===== config.mk =====
export PLATFORM = sky130hd
export DESIGN_NAME = cordic_scheduler
export DESIGN_NICKNAME = d
export VERILOG_FILES = /design/src/rtl/cordic_pkg.sv /design/src/rtl/cordic_scheduler_rr_arbiter.sv /design/src/rtl/cordic_scheduler.sv
export SDC_FILE = /design/constraint.sdc
export NUM_CORES = 1
export LEC_CHECK = 0
export ABC_AREA = 0
export CORE_AREA = 2 2 242 244
export DETAILED_ROUTE_END_ITERATION = 16
export DIE_AREA = 0 0 244 246
export PLACE_DENSITY_LB_ADDON = 0.2
export SLEW_MARGIN = 20
export SYNTH_ARGS = -nofsm -noshare
export SYNTH_HDL_FRONTEND = slang
export SYNTH_SLANG_ARGS = --single-unit

===== constraint.sdc =====
create_clock -name clk -period 11.1 [get_ports clk]
set_clock_uncertainty 0.15 [all_clocks]
set_input_delay 1.665 -clock clk [delete_from_list [all_inputs] [get_ports clk]]
set_output_delay 1.665 -clock clk [all_outputs]
set_load 0.03 [all_outputs]

===== src/rtl/cordic_pkg.sv =====
// Shared constants and types for the CORDIC request scheduler.
// Binary angles: 2^ANGLE_W is one full turn, so the top two bits give the quadrant.
package cordic_pkg;

  localparam int unsigned CORDIC_ANGLE_W = 32;
  localparam int unsigned CORDIC_DATA_W  = 32;
  localparam int unsigned CORDIC_NUM_REQ = 4;

  localparam logic [CORDIC_ANGLE_W-1:0] ANG_90  = {2'b01, {(CORDIC_ANGLE_W-2){1'b0}}};
  localparam logic [CORDIC_ANGLE_W-1:0] ANG_180 = {2'b10, {(CORDIC_ANGLE_W-2){1'b0}}};

  typedef struct packed {
    logic                              valid;
    logic [$clog2(CORDIC_NUM_REQ)-1:0] id;
  } tag_t;

  // Two's-complement negation that clamps the most negative value instead of wrapping.
  function automatic logic [CORDIC_DATA_W-1:0] sat_neg(input logic [CORDIC_DATA_W-1:0] v);
    if (v == {1'b1, {(CORDIC_DATA_W-1){1'b0}}}) return {1'b0, {(CORDIC_DATA_W-1){1'b1}}};
    return -v;
  endfunction

endpackage


===== src/rtl/cordic_scheduler_rr_arbiter.sv =====
// Round-robin arbiter: grants the first eligible requester at or after the pointer,
// then moves the pointer one past the winner.
module rr_arbiter #(
  parameter int unsigned NUM_REQ = 4,
  parameter int unsigned ID_W    = (NUM_REQ > 1) ? $clog2(NUM_REQ) : 1
) (
  input  logic               clk,
  input  logic               rst,
  input  logic [NUM_REQ-1:0] elig_i,
  output logic [NUM_REQ-1:0] grant_o,
  output logic [ID_W-1:0]    grant_idx_o,
  output logic               grant_vld_o
);

  logic [ID_W-1:0] ptr_q, ptr_d;

  always_comb begin : pick
    int unsigned idx;
    idx         = 0;
    grant_o     = '0;
    grant_idx_o = '0;
    grant_vld_o = 1'b0;
    for (int unsigned off = 0; off < NUM_REQ; off++) begin
      idx = (32'(ptr_q) + off) % NUM_REQ;
      if (!grant_vld_o && elig_i[idx]) begin
        grant_vld_o  = 1'b1;
        grant_idx_o  = ID_W'(idx);
        grant_o[idx] = 1'b1;
      end
    end
  end

  always_comb begin
    ptr_d = (grant_idx_o == ID_W'(NUM_REQ - 1)) ? '0 : grant_idx_o + ID_W'(1);
  end

  always_ff @(posedge clk or posedge rst) begin
    if (rst)              ptr_q <= '0;
    else if (grant_vld_o) ptr_q <= ptr_d;
  end

endmodule


===== src/rtl/cordic_scheduler.sv =====
// Shares one pipelined rotation-mode CORDIC core among NUM_REQ requesters: round-robin
// issue with quadrant folding, a tag pipe tracking ops in flight, and per-requester result routing.
module cordic_scheduler
  import cordic_pkg::*;
#(
  parameter int unsigned NUM_REQ    = CORDIC_NUM_REQ,
  parameter int unsigned DATA_W     = CORDIC_DATA_W,
  parameter int unsigned ANGLE_W    = CORDIC_ANGLE_W,
  parameter int unsigned CORDIC_LAT = 32,
  parameter int unsigned MAX_OUT    = 8
) (
  input  logic                       clk,
  input  logic                       rst,
  input  logic                       en,
  input  logic [NUM_REQ-1:0]         req_valid,
  output logic [NUM_REQ-1:0]         req_ready,
  input  logic [NUM_REQ*ANGLE_W-1:0] req_angle,
  input  logic [NUM_REQ*DATA_W-1:0]  req_x,
  input  logic [NUM_REQ*DATA_W-1:0]  req_y,
  output logic [ANGLE_W-1:0]         core_angle,
  output logic [DATA_W-1:0]          core_x,
  output logic [DATA_W-1:0]          core_y,
  input  logic [DATA_W-1:0]          core_x_o,
  input  logic [DATA_W-1:0]          core_y_o,
  output logic [NUM_REQ-1:0]         res_valid,
  output logic [DATA_W-1:0]          res_x,
  output logic [DATA_W-1:0]          res_y,
  output logic                       busy
);

  localparam int unsigned ID_W  = (NUM_REQ > 1) ? $clog2(NUM_REQ) : 1;
  localparam int unsigned CNT_W = $clog2(MAX_OUT + 1);
  localparam logic [DATA_W-1:0]  D_MIN     = {1'b1, {(DATA_W-1){1'b0}}};
  localparam logic [DATA_W-1:0]  D_MAX     = {1'b0, {(DATA_W-1){1'b1}}};
  localparam logic [ANGLE_W-1:0] HALF_TURN = {1'b1, {(ANGLE_W-1){1'b0}}};

  typedef struct packed {
    logic            valid;
    logic [ID_W-1:0] id;
  } slot_t;

  function automatic logic [DATA_W-1:0] neg_sat(input logic [DATA_W-1:0] v);
    return (v == D_MIN) ? D_MAX : -v;
  endfunction

  logic [NUM_REQ-1:0] elig, grant;
  logic [ID_W-1:0]    grant_idx;
  logic               grant_vld;
  logic [CNT_W-1:0]   cnt_q [NUM_REQ];
  logic [CNT_W-1:0]   cnt_d [NUM_REQ];
  slot_t              issue_q;
  slot_t              pipe_q [CORDIC_LAT];
  slot_t              tail;
  logic [ANGLE_W-1:0] sel_angle, fold_angle;
  logic [DATA_W-1:0]  sel_x, sel_y, fold_x, fold_y;

  always_comb begin
    elig = '0;
    for (int unsigned i = 0; i < NUM_REQ; i++)
      elig[i] = req_valid[i] && (cnt_q[i] < CNT_W'(MAX_OUT)) && en;
  end

  rr_arbiter #(
    .NUM_REQ (NUM_REQ),
    .ID_W    (ID_W)
  ) u_arb (
    .clk         (clk),
    .rst         (rst),
    .elig_i      (elig),
    .grant_o     (grant),
    .grant_idx_o (grant_idx),
    .grant_vld_o (grant_vld)
  );

  assign req_ready = grant;

  // Quadrants 1 and 2 are rotated by 180deg (angle + half turn, vector negated) into [-90,+90).
  always_comb begin
    sel_angle  = req_angle[32'(grant_idx) * ANGLE_W +: ANGLE_W];
    sel_x      = req_x[32'(grant_idx) * DATA_W +: DATA_W];
    sel_y      = req_y[32'(grant_idx) * DATA_W +: DATA_W];
    fold_angle = sel_angle;
    fold_x     = sel_x;
    fold_y     = sel_y;
    if (sel_angle[ANGLE_W-1] ^ sel_angle[ANGLE_W-2]) begin
      fold_angle = sel_angle + HALF_TURN;
      fold_x     = neg_sat(sel_x);
      fold_y     = neg_sat(sel_y);
    end
  end

  always_ff @(posedge clk or posedge rst) begin
    if (rst) begin
      core_angle <= '0;
      core_x     <= '0;
      core_y     <= '0;
      issue_q    <= '0;
    end else begin
      issue_q <= {grant_vld, grant_idx};
      if (grant_vld) begin
        core_angle <= fold_angle;
        core_x     <= fold_x;
        core_y     <= fold_y;
      end
    end
  end

  always_ff @(posedge clk or posedge rst) begin
    if (rst) begin
      for (int unsigned i = 0; i < CORDIC_LAT; i++) pipe_q[i] <= '0;
    end else begin
      pipe_q[0] <= issue_q;
      for (int unsigned i = 1; i < CORDIC_LAT; i++) pipe_q[i] <= pipe_q[i-1];
    end
  end

  assign tail = pipe_q[CORDIC_LAT-1];

  always_ff @(posedge clk or posedge rst) begin
    if (rst) begin
      res_valid <= '0;
      res_x     <= '0;
      res_y     <= '0;
    end else begin
      res_valid <= tail.valid ? (NUM_REQ'(1) << tail.id) : '0;
      res_x     <= core_x_o;
      res_y     <= core_y_o;
    end
  end

  always_comb begin
    for (int unsigned i = 0; i < NUM_REQ; i++) begin
      cnt_d[i] = cnt_q[i];
      case ({grant[i], res_valid[i]})
        2'b10:   cnt_d[i] = cnt_q[i] + CNT_W'(1);
        2'b01:   cnt_d[i] = cnt_q[i] - CNT_W'(1);
        default: cnt_d[i] = cnt_q[i];
      endcase
    end
  end

  always_ff @(posedge clk or posedge rst) begin
    if (rst) begin
      for (int unsigned i = 0; i < NUM_REQ; i++) cnt_q[i] <= '0;
    end else begin
      for (int unsigned i = 0; i < NUM_REQ; i++) cnt_q[i] <= cnt_d[i];
    end
  end

  always_comb begin
    busy = issue_q.valid;
    for (int unsigned i = 0; i < CORDIC_LAT; i++) busy = busy | pipe_q[i].valid;
    for (int unsigned i = 0; i < NUM_REQ; i++)    busy = busy | (cnt_q[i] != '0);
  end

endmodule


==> flow_summary.ini <==
[yosys]
syn-num-nets = 2220
synthCells = 1738
ys_seq_area_share_pct = 44.97
synthMuxAreaShare_pct = 7.154
syn_avg_cell_area_um2 = 8.966
synth-edff-count = 0
synth_ff_type = dfrtp_1
ys_warn_count = 0
synth_fa_ha_area_share_pct = 2.361
async_flop_share_pct = 100.0
netlist-cell-type-count = 74
synth_compound_area_share_pct = 12.16
netlist_area_um2 = 15580
ys_ff_latch = 280
synth-simple-area-share_pct = 26.61
synth_xor_area_share_pct = 2.810
synth_top_family_by_area = simple AND/OR/NAND/NOR gates

[detailed_routing]
vias_per_cell = 5.151
drt-pass1-iter-count = 5
drc = 0
drtIter0Drc = 1094
wirelength_um = 69320
vias = 16020
post_drt_wl_per_cell_um = 22.29
antenna_left = 0

[cts]
clk_pin_slew_ns = 0.06
ctsResizeCount = 0
postCtsHoldBufs = 0
cts_tree = built
insertion_delay_ns = 0.53
cts_setup_buffers = 0
cts_buffers = 35
clkSinkCount = 280
cts_max_level = 2
clock_path_buffers = 3
cts_root_buf = clkbuf_16

[die]
ios = 624
dieArea_um2 = 60020
placementRows = 88
die_y_um = 246
start_util_pct = 27.16
dieWidth_um = 244
coreArea_um2 = 57370

[grt]
grt_antenna_before_repair = 23
grt_overflow = 0
grt_pass1_wl_um = 100900
first_global_vias = 15670
grt_start_max_net_pins = 158
grt_usage_pct = 22.29

[setup_path]
cp.required_ns = 11.39
arrival_ns = 7.96
critPathKind = in -> reg
crit_family = simple AND/OR/NAND/NOR gates
slowest_delay_ns = 0.64
worst_setup_path_start_kind = input pin
critPathBufInv = 3
cp_common_cell = nand3_1
path_cells = clkdlybuf4s50_1 -> or3b_1 -> a2111oi_0 -> o211a_2 -> or3_1 -> nand2_8 -> inv_4 -> buf_4 -> nand3_1 -> o21ai_0 -> ha_1 -> nand3_1 -> nor4_1 -> nor2b_1 -> o21ai_1 -> o31ai_1
slowest_stage = nor2b_1
worstSetupEndpointType = register
critPathMaxFanout = 102

[power_and_ir_drop]
p_int_w = 0.003521
switching_share_pct = 45.95
total_power_w = 0.006513
ir_drop_uv = 221.6
p_switching_w = 0.002992
p_per_area_nw_per_um2 = 274.5
p_comb_share_pct = 56.9
p_clk_share_pct = 18.7
power.share.sequential_pct = 24.5
p_leak_nw = 9.615

[sta]
worst_pin_slew_ns = 0.9987
slew_violations = 0
fmax_mhz = 130.2
period_needed_ns = 7.679
max_slew_margin_pct = 32.81
final.setup.tns_ns = 0
hold_viol = 0
setup_viol = 0
min_period_over_period_pct = 69.18
rsz0062_at_grt = false

[placed_design]
port_buffers = 623
placed_cells = 3028
globalplace.congestion = 0.9330
place.detailed.hpwl_um = 53150

[layout]
final_nets = 2782
drive_gt1_share_pct = 6.062
stdcell_count = 3110
final_cell_mix = 623 x clkdlybuf4s50_1, 406 x nand2_1, 280 x dfrtp_1
mostFrequentLayoutCell = clkdlybuf4s50_1
syn_to_final_growth_pct = 52.26

[worst_hold_path]
hold_class = reg -> reg

[status]
status = finished clean

[flow_run]
cap_violations = 0
-- state kept, by name, indices dropped and copies added, names as in the netlist --
register     flops
pipe_q          96
core_x          32
core_y          32
res_x           32
res_y           32
core_angle      31
cnt_q           16
res_valid        4
issue_q          3
u_arb.ptr_q      2
-- cells by family (layout without fill, tap and decap cells) --
kind of cell,count (synthesis),in the layout
other cells,0,19
simple gates,881,881
fa+ha+maj,27,27
buf+inv,136,724
compound gates,294,294
xor+xnor,50,50
mux,70,70
flops,280,280
-- per-layer routing --
metal  global-route usage (%)  part of all wire [%]  routed length (µm)
met5                        0                 0.059                  41
met2                    38.01                    50               34660
met4                    9.218                   3.2                2222
met1                    27.22                    39               27250
met3                    4.924                   7.4                5142
-- path summary, 6_finish.rpt --
check | to | cells after the start | from | slack (ns)
worst max register to register | core_y[7]$_DFFE_PP0P_ | 16 | u_arb.ptr_q[0]$_DFFE_PP0P_ | 3.93
worst min register to register | pipe_q[61]$_DFF_PP0_ | 0 | pipe_q[64]$_DFF_PP0_ | 0.18
worst max-delay path | core_y[7]$_DFFE_PP0P_ | 16 | req_valid[0] | 3.42
max in group asynchronous | pipe_q[69]$_DFF_PP0_ | 3 | rst | 7.81
worst min-delay path | pipe_q[61]$_DFF_PP0_ | 0 | pipe_q[64]$_DFF_PP0_ | 0.18
min in group asynchronous | res_y[11]$_DFF_PP0_ | 2 | rst | 1.57
-- power by group through the flow --
stage                     logic [W]  clock network [W]  registers [W]
after global placement      0.00366                  0        0.00161
final                       0.00370            0.00121        0.00159
after CTS                   0.00372            0.00126        0.00160
after detailed placement    0.00371                  0        0.00161
after global routing        0.00401            0.00130        0.00164
after floorplan             0.00203                  0        0.00191
-- final cells by class --
type                       instances  area (µm²)
timing repair buffer             636        6346
fill                            5665       33640
antenna                           19       47.55
multi-input combinational       1322        8011
tap                              765       957.2
clock buffer                      44       991.0
clock inverter                    19       249.0
inverter                          25       116.4
sequential                       280        7007
-- Yosys cell counts (30+ instances only) --
cell | number | area (µm²)
mux4_2 | 32 | 720.7
a31oi_1 | 46 | 287.8
nor2_1 | 97 | 364.1
dfrtp_1 | 280 | 7007
or3_1 | 34 | 212.7
nand3_1 | 122 | 610.6
o21ai_0 | 60 | 300.3
clkbuf_1 | 58 | 217.7
and3_1 | 30 | 187.7
nor3_1 | 50 | 250.2
a21oi_1 | 65 | 325.3
nand2_1 | 406 | 1524
nor4_1 | 50 | 312.8
buf_2 | 40 | 200.2
-- through the flow --
stage,util (%),worst slack (ns),area [µm²],hold WS [ns]
after CTS,41.27,3.451,23680,0.1873
after global placement,39.11,3.072,22440,0.1828
after global routing,41.35,2.911,23720,0.1946
final,41.36,3.421,23730,0.1835
after floorplan,-,1.563,15580,0.1812
after detailed placement,39.11,2.915,22440,0.1847
Power figures use the tool's default switching activity.
==> patch 1 (config.mk and constraints unchanged) <==
`CORDIC_LAT`: 32 -> 16.
--- a/src/rtl/cordic_scheduler.sv
+++ b/src/rtl/cordic_scheduler.sv
@@ -6,7 +6,7 @@
   parameter int unsigned NUM_REQ    = CORDIC_NUM_REQ,
   parameter int unsigned DATA_W     = CORDIC_DATA_W,
   parameter int unsigned ANGLE_W    = CORDIC_ANGLE_W,
-  parameter int unsigned CORDIC_LAT = 32,
+  parameter int unsigned CORDIC_LAT = 16,
   parameter int unsigned MAX_OUT    = 8
 ) (
   input  logic                       clk,
Behaviour: no difference found for any inputs over 4 cycles, from zero or initial values and one cycle with rst high; that may be too few to reach the edited logic, so the function may still have changed.
==> patch 1 against the original RTL <==
Clock power is 17% lower; combinational power grew 30%; worst setup slack improved by 0.19 ns; routed wire length fell by 1.5%; sequential cell count shrank 48; cell count shrank 1.4%; sequential share of layout area decreased by 3.5 points; area after synthesis is 7.7% lower; register-to-register slack improved by 0.46 ns; global-route usage down 0.58 points; count of clock-buffer cells in the layout fell by 3; design area down 6.0%; total power is 11% higher.
==> patch 1: results (changes against the original RTL) <==
| Metric | Value |
|---|---|
| RD Place Congestion | 0.8522 (-8.7%) |
| Antenna Cells | 14 (-5) |
| Post-Route WL | 68260 microns (-1.5%) |
| Post-DP HPWL | 52430 microns (-1.4%) |
| CTS Buf Count | 29 (-17%) |
| Post-Layout Cell Count | 3066 (-1.4%) |
| Sequential-to-total area share from yosys stat | 0.4035 (-0.04611) |
| WL met3 | 4660 microns (-9.4%) |
| Met2 WL | 33520 microns (-3.3%) |
| Mapped Cells | 1712 (-1.5%) |
| Tot GR Track Use | 0.2171 (-0.005842) |
| FF+latch count, synth | 232 (-17%) |
| Comb_multi_in | 1327 (+0.38%) |
| Start of the worst register-to-register path | u_arb.ptr_q[1] |
| Initial antenna violation count | 18 (-22%) |
| Min Hold Slack | 0.1798 ns (-0.003623 ns) |
| # nets final | 2748 (-1.2%) |
| Met1 Track Usage GR | 0.2801 (+0.007986) |
| H-tree depth | 1 (-1) |
| Status | finished clean |
| Placed instance count | 3000 (-0.92%) |
| Inverters | 29 (+16%) |
| Placement Cell Area | 21250 sq um (-5.3%) |
| Max_slew headroom | 0.2597 (-0.06842) |
| Reg2Reg Depth | 15 (-1) |
| Largest cells by area after synthesis | dfrtp_1 40%, nand2_1 9.4%, nand3_1 6.9% |
| Hold Path Origin | pipe_q[24] |
| Final core utilization | 0.3889 (-0.02471) |
| Met2 Usage GRT | 0.3692 (-0.01095) |
| Synth Net Count | 2194 (-1.2%) |
| Largest net degree at the start of global routing | 106 (-33%) |
| Hold Crit Endpoint | pipe_q[21] |
| Fill cells | 5757 (+1.6%) |
| Total number of vias | 15700 (-2.0%) |
| P_comb | 4.82 mW (+30%) |
| Top cells by count, synth | 361 x nand2_1, 232 x dfrtp_1, 197 x nand3_1 |
| Worst Path Arrival | 7.82 ns (-0.14 ns) |
| M1 WL | 28710 microns (+5.4%) |
| Critical Path Fanout Max | 74 (-27%) |
| Total Power | 7.229 mW (+11%) |
| DRT iter0 DRCs | 1278 (+17%) |
| Largest delay share family, worst path | compound AO/OA/AOI/OAI gates |
| Dpl ws | 3.128 ns (+0.2131 ns) |
patch 1: changes by cell type after synthesis, sizes merged, moves of 21 or more:
cell / delta
dfrtp: -48
mux4: -25
nand2: -45
nand3: +75
nor3: -28
or3: -21
patch 1: cells by family (layout without fill, tap and decap cells):
logic type / Yosys count / count (layout) / share of synthesized area
adders and majority gates: 27 / 27 / 0.02557
muxes: 52 / 52 / 0.04323
AOI/OAI and AO/OA: 366 / 366 / 0.1744
other: 0 / 14 / 0
and+or+nand+nor: 816 / 816 / 0.2676
DFF: 232 / 232 / 0.4035
xor gates and xnor gates: 66 / 66 / 0.04018
buffers and inverters: 153 / 728 / 0.04549
patch 1: how the worst max path moves through the flow:
stage	cells past startpoint	end	slack [ns]
2_1_floorplan	1	cnt_q[0]	2.92
3_3_place_gp	14	core_y[29]	3.37
3_5_place_dp	14	core_y[15]	3.13
4_1_cts	14	core_y[15]	3.70
5_1_grt	14	core_y[15]	3.07
6_report	14	core_y[15]	3.61
==> patch 2 (same settings) <==
Made on the original files. Take the reset off `res_x` and `res_y` and load them in a clocked block of their own.
--- a/src/rtl/cordic_scheduler.sv
+++ b/src/rtl/cordic_scheduler.sv
@@ -119,13 +119,14 @@
   always_ff @(posedge clk or posedge rst) begin
     if (rst) begin
       res_valid <= '0;
-      res_x     <= '0;
-      res_y     <= '0;
     end else begin
       res_valid <= tail.valid ? (NUM_REQ'(1) << tail.id) : '0;
-      res_x     <= core_x_o;
-      res_y     <= core_y_o;
     end
+  end
+
+  always_ff @(posedge clk) begin
+    res_x <= core_x_o;
+    res_y <= core_y_o;
   end
 
   always_comb begin
Behaviour: not the same (Yosys sat finds a counterexample within 4 cycles, from zero or initial values and one cycle with rst high).
==> patch 2 against the original RTL <==
Sequential cell count unchanged; total power down 0.36%; area after synthesis down 0.36%; maximum frequency up 14%; die area unchanged; cell count down 0.16%; worst setup slack better by 0.92 ns; design area down 0.46%; routed wire length down 5.8%; largest cell class unchanged; largest power group unchanged.
==> patch 2: results (changes against the original RTL) <==
| Metric | Value |
|---|---|
| Multi-input combinational area share | 0.3477 (+0.01005) |
| # clk buffers | 39 (-11%) |
| Dpl ws | 3.924 ns (+1.009 ns) |
| Met2 WL | 31900 microns (-8.0%) |
| Compound-Gate Fraction of Synth Area | 0.1638 (+0.04219) |
| Max incr delay on CP | 0.66 ns (+0.02 ns) |
| Post-DP HPWL | 50450 microns (-5.1%) |
| Post-Layout Cell Count | 3105 (-0.16%) |
| Leakage power | 9.946 nW (+3.4%) |
| Total number of vias | 15690 (-2.1%) |
| Mux share of post-synthesis cell area | 0.05085 (-0.02069) |
| Sequential-to-total area share from yosys stat | 0.4307 (-0.01900) |
| Largest delay share family, worst path | compound AO/OA/AOI/OAI gates |
| Seq area share | 0.2831 (-0.01219) |
| Synth Net Count | 2223 (+0.14%) |
| Inverters | 28 (+12%) |
| Initial antenna violation count | 12 (-48%) |
| # nets final | 2787 (+0.18%) |
| Post-Route WL | 65290 microns (-5.8%) |
| Crit path from | req_valid[1] |
| Met2 Usage GRT | 0.3486 (-0.03150) |
| R2R Setup Slk | 4.55 ns (+0.62 ns) |
| WL met3 | 4927 microns (-4.2%) |
| Status | finished clean |
| RD Place Congestion | 0.9218 (-1.2%) |
| Post-synthesis adder-cell area fraction | 0.02369 (+0.00008561) |
| Asr flop ratio synth | 0.7714 (-0.2286) |
| First-pass GRT wire length | 95920 microns (-4.9%) |
| Met1 Track Usage GR | 0.2626 (-0.009598) |
[patch 2: per-stage QoR]
| stage | cell area (sq um) | hold WS (ns) | total power [mW] | util |
|---|---|---|---|---|
| after floorplan | 15530 | 0.1812 | 4.003 | - |
| after global placement | 22340 | 0.1816 | 5.253 | 0.3894 |
| after detailed placement | 22340 | 0.1847 | 5.283 | 0.3894 |
| after CTS | 23590 | 0.1954 | 6.553 | 0.4112 |
| after global routing | 23610 | 0.2060 | 6.914 | 0.4116 |
| final | 23620 | 0.1940 | 6.490 | 0.4117 |
[patch 2: logic make-up (layout without fill, tap and decap cells)]
kind of cell,count (synthesis),count (layout)
and+or+nand+nor,812,812
muxes,73,73
buffers and inverters,142,733
xor gates and xnor gates,69,69
other,0,8
DFF,280,280
AOI/OAI and AO/OA,338,338
adders and majority gates,27,27
